<file path="config.mk">
export PLATFORM = sky130hd
export DESIGN_NAME = lif_stdp_chain_flat
export DESIGN_NICKNAME = d
export VERILOG_FILES = /design/src/rtl/lif_stdp_chain_if.sv /design/src/rtl/lif_stdp_chain.sv /design/src/flat_wrapper.sv
export SDC_FILE = /design/constraint.sdc
export NUM_CORES = 1
export LEC_CHECK = 0
export ABC_AREA = 1
export CORE_MARGIN = 2
export CORE_UTILIZATION = 50
export CTS_BUF_LIST = sky130_fd_sc_hd__clkbuf_8 sky130_fd_sc_hd__clkbuf_16
export DETAILED_ROUTE_END_ITERATION = 7
export PLACE_DENSITY = 0.7
export RECOVER_POWER = 50
export SLEW_MARGIN = 0
export SYNTH_ARGS = -nofsm -noshare
export SYNTH_HDL_FRONTEND = slang
export SYNTH_SLANG_ARGS = --single-unit
</file>
<file path="constraint.sdc">
create_clock -name clk -period 4.5 [get_ports clk]
set_input_delay 1.35 -clock clk [delete_from_list [all_inputs] [get_ports clk]]
set_output_delay 1.35 -clock clk [all_outputs]
set_load 0.05 [all_outputs]
</file>
<file path="src/rtl/lif_stdp_chain_if.sv">
// lif_stdp_chain_if
//  Signal bundle between the chain core and whatever drives it (the tt_um
//  wrapper, or a testbench).
//  Parameters: N_NEURONS (chain length), V_W (membrane width), W_W (weight width).
//  Signals:
//    ena        1 = the core advances one update on this clk edge
//    i_in       8-bit input current to neuron 0
//    teach_i    per-neuron forced spike for this update
//    learn_en   1 = STDP weight updates enabled
//    probe_sel  neuron/synapse index for the probes
//    spike_o    registered spike vector (one-cycle pulses)
//    v_probe    membrane of neuron probe_sel (0 when out of range)
//    w_probe    weight of synapse probe_sel (0 when out of range)
//  Handshake: there is no valid/ready pair. ena is the only qualifier, and
//  every posedge with ena=1 is exactly one update. The master drives the
//  inputs and the slave (the core) drives spike_o and the probes.
interface lif_stdp_chain_if #(
  parameter int N_NEURONS = 4,
  parameter int V_W       = 8,
  parameter int W_W       = 6
);
  logic                 ena;
  logic [7:0]           i_in;
  logic [N_NEURONS-1:0] teach_i;
  logic                 learn_en;
  logic [2:0]           probe_sel;
  logic [N_NEURONS-1:0] spike_o;
  logic [V_W-1:0]       v_probe;
  logic [W_W-1:0]       w_probe;

  modport master (
    output ena, i_in, teach_i, learn_en, probe_sel,
    input  spike_o, v_probe, w_probe
  );

  modport slave (
    input  ena, i_in, teach_i, learn_en, probe_sel,
    output spike_o, v_probe, w_probe
  );
endinterface

</file>
<file path="src/rtl/lif_stdp_chain.sv">
// lif_stdp_chain
//  Feed-forward chain of N_NEURONS leaky integrate-and-fire neurons. Neuron 0
//  integrates the external current; neuron k integrates w[k-1] whenever
//  neuron k-1 spiked on the previous update. Each of the N_NEURONS-1
//  synapses learns online by pair-based STDP using 4-bit counter traces.
//  teach_i forces spikes for supervised training.
//  Ports:
//    clk    clock
//    rst_n  asynchronous active-low reset
//    bus    lif_stdp_chain_if.slave (ena, i_in, teach_i, learn_en, probe_sel
//           in; spike_o, v_probe, w_probe out)
//  Optional feature macro: LIF_REFRACTORY_EN. When defined, a neuron that
//  spikes holds v=0 and ignores its input and teacher for REFRAC_CYC updates.
//  There is no FSM; all state is the membrane, spike, trace, weight (and
//  optionally refractory) registers, all visible through spike_o and probes.
module lif_stdp_chain #(
  parameter int N_NEURONS  = 4,
  parameter int V_W        = 8,
  parameter int W_W        = 6,
  parameter int THRESH     = 200,
  parameter int LEAK_SHIFT = 3,
  parameter int TRACE_WIN  = 8,
  parameter int W_INIT     = 16,
  parameter int REFRAC_CYC = 4
) (
  input logic            clk,
  input logic            rst_n,
  lif_stdp_chain_if.slave bus
);

  localparam int NS = N_NEURONS - 1;
  // Sum width: wide enough for a full membrane plus the 8-bit input current
  // with a carry bit, so saturation can be detected before truncation.
  localparam int CW = ((V_W > 8) ? V_W : 8) + 1;

  if (N_NEURONS < 2 || N_NEURONS > 8 || TRACE_WIN < 1 || TRACE_WIN > 15 ||
      REFRAC_CYC < 0 || REFRAC_CYC > 15) begin : g_bad_param
    $error("lif_stdp_chain: parameter out of range");
  end

  logic [V_W-1:0]       v_q     [N_NEURONS];
  logic [N_NEURONS-1:0] spike_q;
  logic [3:0]           tr_q    [N_NEURONS];
  logic [W_W-1:0]       w_q     [NS];

  logic [CW-1:0]        x_ext   [N_NEURONS];
  logic [CW-1:0]        sum     [N_NEURONS];
  logic [V_W-1:0]       v_next  [N_NEURONS];
  logic [N_NEURONS-1:0] fire;
  logic [NS-1:0]        ltp;
  logic [NS-1:0]        ltd;
  logic [W_W-1:0]       w_next  [NS];
  logic [V_W-1:0]       v_probe_c;
  logic [W_W-1:0]       w_probe_c;

`ifdef LIF_REFRACTORY_EN
  logic [3:0]           rc_q    [N_NEURONS];
`endif

  // Neuron update, all neurons in parallel from the old register values.
  always_comb begin
    fire     = '0;
    x_ext[0] = CW'(bus.i_in);
    for (int k = 1; k < N_NEURONS; k++) begin
      x_ext[k] = spike_q[k-1] ? CW'(w_q[k-1]) : '0;
    end
    for (int k = 0; k < N_NEURONS; k++) begin
      sum[k]    = CW'(v_q[k]) - CW'(v_q[k] >> LEAK_SHIFT) + x_ext[k];
      v_next[k] = (sum[k][CW-1:V_W] != '0) ? {V_W{1'b1}} : sum[k][V_W-1:0];
      fire[k]   = (v_next[k] >= V_W'(THRESH)) | bus.teach_i[k];
`ifdef LIF_REFRACTORY_EN
      // A refractory neuron neither fires nor accepts a teacher spike.
      if (rc_q[k] != 4'd0) fire[k] = 1'b0;
`endif
    end
  end

  // STDP: old traces against the spikes of this update. LTD requires the
  // post neuron to be silent, so a simultaneous pre/post pair never moves w.
  always_comb begin
    ltp = '0;
    ltd = '0;
    for (int j = 0; j < NS; j++) begin
      ltp[j]    = fire[j+1] & (tr_q[j] != 4'd0);
      ltd[j]    = fire[j] & (tr_q[j+1] != 4'd0) & ~fire[j+1];
      w_next[j] = w_q[j];
      if (bus.learn_en) begin
        if (ltp[j] && !ltd[j] && (w_q[j] != {W_W{1'b1}})) begin
          w_next[j] = w_q[j] + 1'b1;
        end else if (ltd[j] && !ltp[j] && (w_q[j] != '0)) begin
          w_next[j] = w_q[j] - 1'b1;
        end
      end
    end
  end

  always_ff @(posedge clk or negedge rst_n) begin
    if (!rst_n) begin
      spike_q <= '0;
      for (int k = 0; k < N_NEURONS; k++) begin
        v_q[k]  <= '0;
        tr_q[k] <= 4'd0;
`ifdef LIF_REFRACTORY_EN
        rc_q[k] <= 4'd0;
`endif
      end
      for (int j = 0; j < NS; j++) begin
        w_q[j] <= W_W'(W_INIT);
      end
    end else if (bus.ena) begin
      spike_q <= fire;
      for (int k = 0; k < N_NEURONS; k++) begin
`ifdef LIF_REFRACTORY_EN
        v_q[k] <= (fire[k] || (rc_q[k] != 4'd0)) ? '0 : v_next[k];
        if (fire[k])                rc_q[k] <= 4'(REFRAC_CYC);
        else if (rc_q[k] != 4'd0)   rc_q[k] <= rc_q[k] - 4'd1;
`else
        v_q[k] <= fire[k] ? '0 : v_next[k];
`endif
        if (fire[k])               tr_q[k] <= 4'(TRACE_WIN);
        else if (tr_q[k] != 4'd0)  tr_q[k] <= tr_q[k] - 4'd1;
      end
      for (int j = 0; j < NS; j++) begin
        w_q[j] <= w_next[j];
      end
    end
  end

  // Probes: combinational read of the selected register, 0 when out of range.
  always_comb begin
    v_probe_c = '0;
    w_probe_c = '0;
    for (int k = 0; k < N_NEURONS; k++) begin
      if (bus.probe_sel == 3'(k)) v_probe_c = v_q[k];
    end
    for (int j = 0; j < NS; j++) begin
      if (bus.probe_sel == 3'(j)) w_probe_c = w_q[j];
    end
  end

  assign bus.spike_o = spike_q;
  assign bus.v_probe = v_probe_c;
  assign bus.w_probe = w_probe_c;

endmodule

</file>
<file path="src/flat_wrapper.sv">
// flat-port wrapper written by rule: the top's interface ports become plain ports
module lif_stdp_chain_flat 
#(
  parameter int N_NEURONS  = 4,
  parameter int V_W        = 8,
  parameter int W_W        = 6,
  parameter int THRESH     = 200,
  parameter int LEAK_SHIFT = 3,
  parameter int TRACE_WIN  = 8,
  parameter int W_INIT     = 16,
  parameter int REFRAC_CYC = 4
)
  (clk, rst_n, bus_ena, bus_i_in, bus_teach_i, bus_learn_en, bus_probe_sel, bus_spike_o, bus_v_probe, bus_w_probe);
  lif_stdp_chain_if #(.N_NEURONS(N_NEURONS), .V_W(V_W), .W_W(W_W)) bus_i ();
  input logic clk;
  input logic rst_n;
  input wire logic [$bits(bus_i.ena)-1:0] bus_ena;
  input wire logic [$bits(bus_i.i_in)-1:0] bus_i_in;
  input wire logic [$bits(bus_i.teach_i)-1:0] bus_teach_i;
  input wire logic [$bits(bus_i.learn_en)-1:0] bus_learn_en;
  input wire logic [$bits(bus_i.probe_sel)-1:0] bus_probe_sel;
  output wire logic [$bits(bus_i.spike_o)-1:0] bus_spike_o;
  output wire logic [$bits(bus_i.v_probe)-1:0] bus_v_probe;
  output wire logic [$bits(bus_i.w_probe)-1:0] bus_w_probe;
  assign bus_i.ena = bus_ena;
  assign bus_i.i_in = bus_i_in;
  assign bus_i.teach_i = bus_teach_i;
  assign bus_i.learn_en = bus_learn_en;
  assign bus_i.probe_sel = bus_probe_sel;
  assign bus_spike_o = bus_i.spike_o;
  assign bus_v_probe = bus_i.v_probe;
  assign bus_w_probe = bus_i.w_probe;
  lif_stdp_chain #(.N_NEURONS(N_NEURONS), .V_W(V_W), .W_W(W_W), .THRESH(THRESH), .LEAK_SHIFT(LEAK_SHIFT), .TRACE_WIN(TRACE_WIN), .W_INIT(W_INIT), .REFRAC_CYC(REFRAC_CYC)) u_core (.clk(clk), .rst_n(rst_n), .bus(bus_i));
endmodule
</file>
After elaboration in Yosys (flattened, before gate mapping):

Index checks and enable logic that the tools add are counted.
W data, S select, Z words.

* bits in registers: 70
* output and inout port bits: 18
* input port bits: 19

* add/subtract/negate cells: 18
* magnitude comparators: 4
* bitwise operators: 16
* reductions and logical operators: 40
* eq/ne operators: 6
* multiplexer cells: 32

Operator list (number)
* $mux W8: 12
* $mux W6: 12
* $sub A8 B5 Y9: 4
* $ge A8 B8 Y1 const B: 4
* $mux W4: 8
* $add A9 B9 Y9: 3
* $add A6 B1 Y6 const B: 3
* $ne A6 B6 Y1 const B: 3
* $reduce_bool A6 Y1: 3
* $sub A6 B1 Y6 const B: 3
* $reduce_bool A4 Y1: 4
* $sub A4 B1 Y4 const B: 4
* $reduce_bool A2 Y1: 7
* $logic_and A1 B1 Y1: 12
* $add A9 B8 Y9: 1
* $and A1 B1 Y1: 9
* $reduce_and A3 Y1: 3
* $reduce_and A2 Y1: 4
* $eq A3 B2 Y1 const B: 2
* $logic_not A1 Y1: 6
* $or A1 B1 Y1: 4
* $eq A3 B1 Y1 const B: 1
* $logic_not A3 Y1: 1
* $not A1 Y1: 3

Depth between registers and ports, before layout:

* word-level depth: 12
* gate-level depth with buffers: 27
* mapped depth without buffers: 27

Least setup slack after synthesis:

No wires, ideal clock.

* kind: input to output
* start: input bus_probe_sel[2]
* end: output bus_w_probe[0]
* data required time: 3.150 ns
* path slack: 0.356 ns
* arrival: 2.794 ns
* stages: 4
* cell sequence: nor2_1 > nand2_1 > clkbuf_1 > o221ai_1

* cells in the longest elaborated chain, start to end: 4
* elaborated cells on any way between the ends: 6
* those cells by class: eq/ne (2); mux (3); reduce/logical (1)

Ends and longest elaborated chain
* from (decl): line flat_wrapper.sv:21 `input wire logic [$bits(bus_i.probe_sel)-1:0] bus_probe_sel;`
* $logic_not A3 Y1: line lif_stdp_chain.sv:137 `if (bus.probe_sel == 3'(j)) w_probe_c = w_q[j];`
* $mux W6 (2 in series): line lif_stdp_chain.sv:137
* $mux W6 (*): line lif_stdp_chain.sv:137
* to (decl): line flat_wrapper.sv:24 `output wire logic [$bits(bus_i.w_probe)-1:0] bus_w_probe;`

Every way passes the cells marked *; elsewhere a longest branch is shown, timed or not.

Final worst setup path:

* start: input bus_probe_sel[2]
* end: output bus_v_probe[0]

* cells in the longest elaborated chain, start to end: 5
* elaborated cells on any way between the ends: 8
* those cells by class: eq/ne (3); mux (4); reduce/logical (1)

Ends and longest elaborated chain
* $logic_not A3 Y1: line lif_stdp_chain.sv:134 `if (bus.probe_sel == 3'(k)) v_probe_c = v_q[k];`
* $mux W8 (3 in series): line lif_stdp_chain.sv:134
* $mux W8 (*): line lif_stdp_chain.sv:134
* to (decl): line flat_wrapper.sv:23 `output wire logic [$bits(bus_i.v_probe)-1:0] bus_v_probe;`

Marks and branches as above.

==> metrics.txt <==
status finished with violations; failing checks capacitance limit, slew limit; post-route clock skew 0.00747 ns; Setup crit end kind output pin; post_cts resized 0; worst-margin pin slew 1.77 ns; RR Startpoint u_core.bus.spike_o[0]$_DFFE_PN0P_; Arr. time, crit path 3.03 ns; Rows 42; fillers 1,265; drt drc 0; Clock Root Buffer clkbuf_16; # clock sinks 70; fin crit share 0.972; Num CTS Buffers 9; synth unique cells 33; CTS clk-pin slew, worst paths 0.05 ns; Final Hold Fails 0; Slowest-stage cell, CP clkdlybuf4s50_1; DIE HEIGHT 119 um; I/O Buffers 36; H-tree Lvls 3; fin crit period 4.38 ns; detailed placer's ending HPWL 12,800 um; RSZ-0062 raised after global routing no; Die X-Extent 119 um; register area share after synthesis 0.264; Syn Std Cell Area 6660 um2; Detailed Routing Iterations Pass 1 4; Hold Crit Endpoint u_core.bus.spike_o[3]$_DFFE_PN0P_; largest cells by area after synthesis dfrtp_1, nand2_1, inv_1; final setup fails 0; die area 14,300 um2; GRT Total Usage 0.236; Area Overhead vs Synth 16.1%; worst hold stages 2; IO Pins 37; global route overflow 0; #FFs+latches synth 70; initial antenna violation count 0; r2r worst-path depth 25; Placer Congestion 0.925; first-pass GRT wire length 27,000 um; Hold Path Origin u_core.bus.spike_o[3]$_DFFE_PN0P_; syn_area_per_cell 6.80 um2; max-cap violation count 1; CTS tree yes; post-CTS setup repair buffer count 0; Achievable Freq 0.229 GHz; Min-Delay Path Class register to register; critical path class input port to output pin; vias in the first global route 5,768; CP Cell Sequence clkdlybuf4s50_1 > nor2_1 > nand2_1 > o22ai_1 > a21oi_1 > o21ai_0 > buf_12; number of nets with antenna violations after routing 0; Reg2Reg Capture Point u_core.w_q[17]$_DFFE_PN0P_; largest net degree at the start of global routing 71; vias per cell 5.00; Syn Nets 1,083; Seq. cell area 1760 um2; YS warnings 0; Ant. Diodes 0; FF-to-FF setup slack 0.47 ns; Total Routed Length 15,900 um; Clock Latency Late Sink 0.34 ns; area of the multi-input gates 3990 um2; Post-Syn Instances 979; Synth area leader dfrtp_1; Critical Path Source Type input port; Max stage delay on crit path 0.42 ns; WL/cell 13.2 um; CP required 3.15 ns; slew margin rel. -0.179; Longest Clk Path Bufs 2; hold_buf cts 0; kind of cell adding the most delay to the critical path buffers and inverters; Synth top area share 0.252; layout net count 1,128; worst-path maximum fanout 11; Vias 6,025; max-slew violation count 71; core area 13,100 um2; Initial DRC Count 331; WP buf/inv 2; Initial Utilization 0.507; setup TNS 0 ns; share of layout cells above drive strength 1 0.0719
-- worst max-delay path by stage --
| stage | startpoint | to | slack [ns] | cells past startpoint |
|---|---|---|---|---|
| 6_report | bus_probe_sel[2] | bus_v_probe[0] | 0.12 | 7 |
| 5_1_grt | bus_probe_sel[2] | bus_v_probe[0] | 0.02 | 7 |
| 4_1_cts | bus_probe_sel[2] | bus_v_probe[7] | 0.17 | 7 |
| 3_5_place_dp | bus_i_in[1] | u_core.w_q[13]$_DFFE_PN0P_ | 0.07 | 19 |
| 3_3_place_gp | bus_i_in[1] | u_core.w_q[14]$_DFFE_PN0P_ | 0.18 | 18 |
| 2_1_floorplan | bus_probe_sel[2] | bus_w_probe[0] | 0.36 | 4 |
-- cell usage in the layout, fill, tap and decap left out, drive strengths merged, types with 2 or more instances in the layout --
master,n
nand2,293
inv,224
nand3,86
dfrtp,67
ha,62
o21ai,57
nor2,41
a21oi,37
o22ai,28
buf,25
fa,23
clkdlybuf4s50,19
xor2,14
nand4,12
clkbuf,11
nor3,4
xnor2,4
nor4,4
o221ai,3
bufinv,3
dfstp,3
clkinv,3
clkinvlp,2
-- worst reg2reg max path: stages (launching register included) --
cell	delay, ns
dfrtp_1	0.50
nand2_1	0.15
fa_1	0.50
inv_1	0.06
fa_1	0.49
nand2_1	0.13
nand2_2	0.06
nand2_2	0.07
nand2_1	0.05
nand2_1	0.10
nand2_4	0.08
nand2_1	0.11
nand3_2	0.13
nand2_4	0.18
nand2_4	0.11
ha_1	0.34
a21oi_1	0.15
nand2_1	0.09
a21oi_1	0.14
inv_1	0.05
a21oi_1	0.17
inv_1	0.06
nand2_1	0.06
nand2_1	0.05
nand2_1	0.05
nand2_1	0.05
-- logic make-up after synthesis --
family	after synthesis	synth area share
buffers and inverters	238	0.136
flip-flops	70	0.264
AND/OR/NAND/NOR	440	0.286
XOR/XNOR	18	0.0237
adder cells (fa/ha/maj)	85	0.186
AO/OA/AOI/OAI	128	0.106
-- routing by layer --
layer | up-vias | GRT usage | share of wire
li1 | 3166 | - | -
met1 | 2704 | 0.336 | 0.50
met2 | 127 | 0.360 | 0.43
met3 | 28 | 0.0330 | 0.045
met4 | 0 | 0.0963 | 0.028
met5 | - | 0 | 0
-- cell type report --
cell class	instances	area share
clock buffer	9	0.0291
clock inverter	7	0.0159
inverter	225	0.109
multi-input combinational	671	0.516
sequential	70	0.227
tap	176	0.0285
timing repair buffer	47	0.0737
-- flip-flops by register name, summed over array words and instances (netlist names) --
register            count
u_core.w_q             18
u_core.tr_q            16
u_core.bus.spike_o      4
u_core.v_q             32
-- per-stage QoR --
stage	cell area [um2]	utilization	setup WS (ns)	hold slack [ns]	instances
CTS	7740	0.589	0.173	0.486	1205
global route	7730	0.588	0.0240	0.516	1205
detailed placement	7390	0.563	0.0712	0.472	1189
global placement	7390	0.563	0.182	0.466	1189
finish	7730	0.588	0.124	0.478	1205
floorplan	6660	-	0.356	0.452	979
-- Yosys cell counts --
cell,n
clkbuf_1,10
dfstp_2,3
nand4_1,12
nor2_4,2
nand2_4,3
a21o_1,1
buf_2,1
nand3_2,4
fa_1,23
o22ai_1,28
o221ai_1,3
nand2_1,278
buf_1,1
a31o_2,1
a21oi_1,37
buf_6,1
nor2_1,35
o21ai_2,2
xor2_1,14
xnor2_1,4
dfrtp_1,67
nand2_2,12
o211ai_1,1
nor4_1,4
clkinv_1,1
inv_1,220
o21ai_0,51
nor2_2,4
inv_2,4
nand3_1,82
o21ai_1,4
ha_1,62
nor3_1,4
Power is not shown: default switching activity piles up to over one toggle a cycle in this logic, so the estimate is an artifact.
==> RTL change: new RTL, same settings <==
Add a define of `LIF_REFRACTORY_EN`.
--- a/src/rtl/lif_stdp_chain.sv
+++ b/src/rtl/lif_stdp_chain.sv
@@ -14,4 +14,6 @@
 //  There is no FSM; all state is the membrane, spike, trace, weight (and
 //  optionally refractory) registers, all visible through spike_o and probes.
+`define LIF_REFRACTORY_EN
+
 module lif_stdp_chain #(
   parameter int N_NEURONS  = 4,
Check against the original RTL: not equivalent (a bounded check fails within 4 cycles, from zero or initial values and one cycle with rst_n low).
==> RTL change against the original RTL <==
  * The run still ends with max-capacitance violations, max-slew violations left
  * Sequential cell count rose by 16
  * Sequential share of layout area rose by 1.8 points
  * Clock skew barely moved
  * Register-to-register slack got worse by 100 ps
  * Setup slack got worse by 88 ps
  * Count of clock-buffer cells in the layout rose by 2
  * Cell area rose by 14%
  * Utilization fell by 0.66 points
  * Synthesized area rose by 16%
  * Routed wire length rose by 11%
Power is left out: the tool's default activity adds up to more than one toggle a clock period on the data nets, which glitch-free logic cannot reach.
==> RTL change: results (changes against the original RTL) <==
GRT
---------------------------------------------------------------------------------
Overall routing resource usage                                              0.228   -0.00747
Vias in the first global route                                               6334   +9.8%
Pin count of the biggest net entering global routing                           64   -9.9%
Number of antenna violations at the first check in global routing               0   unchanged
Wire length of the first global-routing pass                              30.1 mm   +12%

RUN STATUS
---------------------------------------------------------------------------------
Failing checks                                                       max-capacitance violations, max-slew violations
Outcome                                                              finished with violations

LOGIC SYNTHESIS
---------------------------------------------------------------------------------
Syn nets                                                                     1207   +11%
Top cell types by occurrence after synthesis                         295 x sky130_fd_sc_hd__nand2_1, 244 x sky130_fd_sc_hd__inv_1, 83 x sky130_fd_sc_hd__dfrtp_1
Proportion of synthesized chip area in sequential cells                     0.278   +0.0146
Main area contributors after synthesis                               sky130_fd_sc_hd__dfrtp_1 27%, sky130_fd_sc_hd__nand2_1 14%, sky130_fd_sc_hd__inv_1 12%
Synth cell types                                                               40   +21%
Number of warnings reported in the yosys synthesis log                          0   unchanged
Synth Flop Type                                                      sky130_fd_sc_hd__dfrtp_1

TIMING
---------------------------------------------------------------------------------
Clock Skews                                                               7.37 ps   -0.103 ps
Max-Slew Margin vs Limit                                                   -0.115   +0.0644
Final Slew Violations                                                          63   -11%

DETAILED ROUTING
---------------------------------------------------------------------------------
Wire length per cell after detailed routing                               13.2 um   +0.55%
Vias post-DR                                                                 6871   +14%
Number of iterations in the first detailed-routing pass                         5   +1
Starting DRT DRC Count                                                        420   +27%

CTS
---------------------------------------------------------------------------------
Cell at the root of the clock tree                                   sky130_fd_sc_hd__clkbuf_16
Hold-fix buffer count after cts                                                 0   unchanged
Clock buffers created by TritonCTS                                              9   unchanged
Number of H-tree levels                                                         3   unchanged
Clock slew seen by the registers of the worst setup and hold paths          60 ps
Buffers inserted by post-CTS timing repair                                      0   unchanged

FINISH
---------------------------------------------------------------------------------
Antenna diode count                                                             0   unchanged
Share of layout cells above drive strength 1                               0.0926   +0.0207
Largest registers ranked by flip-flop count                          u_core.v_q (32), u_core.w_q (18)
Final net count                                                              1253   +11%

JOB
---------------------------------------------------------------------------------
Max-capacitance violation count                                                 1   unchanged

CRITICAL PATH
---------------------------------------------------------------------------------
Arrival @ worst endpoint                                                  3110 ps   +80 ps
Worst R2R Start                                                      u_core.bus.spike_o[1]$_DFFE_PN0P_
CP Max Fanout                                                                  11   unchanged

PLACED DESIGN
---------------------------------------------------------------------------------
Minimum setup slack after placement                                       80.7 ps   +9.55 ps
Global placement routability congestion                                     0.854   -7.7%
Number of port buffers                                                         36   unchanged
HPWL after DPL                                                            13.9 mm   +8.9%

WORST HOLD PATH
---------------------------------------------------------------------------------
Worst min path class                                                 flop to flop
Hold_sp                                                              u_core.rc_q[12]$_DFFE_PN0P_

RTL change: changes by cell type after synthesis, moves of 8 or more:
cell and delta:
sky130_fd_sc_hd__a221oi_1 +9, sky130_fd_sc_hd__dfrtp_1 +16, sky130_fd_sc_hd__ha_1 +8, sky130_fd_sc_hd__inv_1 +24, sky130_fd_sc_hd__nand2_1 +17, sky130_fd_sc_hd__nand3_2 +12, sky130_fd_sc_hd__nor2_1 +14, sky130_fd_sc_hd__o22ai_1 -10
RTL change: layout make-up:
type	instances	area, um2
clock buffer	11	253
clock inverter	4	71.3
fill	1466	6340
inverter	253	950
multi-input combinational	744	4580
sequential	86	2160
tap	188	235
timing repair buffer	47	566
RTL change: path summary, 6_finish.rpt:
check                                         endpoint  slack, ps  depth (start not counted)
setup / recovery                        bus_v_probe[6]         40                          7
hold / removal             u_core.rc_q[12]$_DFFE_PN0P_        470                          1
setup reg to reg            u_core.w_q[11]$_DFFE_PN0P_        370                         25
hold reg to reg            u_core.rc_q[12]$_DFFE_PN0P_        470                          1
max in group asynchronous   u_core.rc_q[4]$_DFFE_PN0P_       1690                          2
min in group asynchronous    u_core.v_q[4]$_DFFE_PN0P_       1410                          1
RTL change: kinds of logic (layout without fill, tap and decap cells):
family,after synthesis,in the layout,share of synthesized area
adders and majority gates,93,93,0.173
buffers and inverters,265,315,0.129
DFF,86,86,0.278
and+or+nand+nor,503,503,0.300
xor gates and xnor gates,11,11,0.0124
AOI/OAI and AO/OA,137,137,0.108
RTL change: per-layer routing:
layer | part of all wire | global-route usage | wire length (um) | up-vias
met5 | 0 | 0 | 0 | -
met4 | 0.015 | 0.0659 | 272 | 0
met3 | 0.038 | 0.0266 | 665 | 17
met2 | 0.46 | 0.377 | 8160 | 130
met1 | 0.48 | 0.317 | 8560 | 3159
li1 | - | - | - | 3565
RTL change: stage by stage:
step	cells	hold slack, ps	area, um2
floorplan	1095	439	7740
global placement	1318	456	8510
detailed placement	1318	465	8510
CTS	1333	473	8830
global route	1333	499	8810
finish	1333	471	8810
RTL change: critical path, stage by stage:
cell and delay, ps:
sky130_fd_sc_hd__clkdlybuf4s50_1 530, sky130_fd_sc_hd__nor2_1 100, sky130_fd_sc_hd__nand2_1 90, sky130_fd_sc_hd__inv_1 180, sky130_fd_sc_hd__a221oi_1 410, sky130_fd_sc_hd__o21ai_0 240, sky130_fd_sc_hd__buf_12 210
RTL change: timing repair:
| action | CTS | global route |
|---|---|---|
| endpoints found under the setup margin | 0 | 1 |
| endpoints found under the hold margin | 0 | 0 |
| gates resized for setup | 0 | 1 |
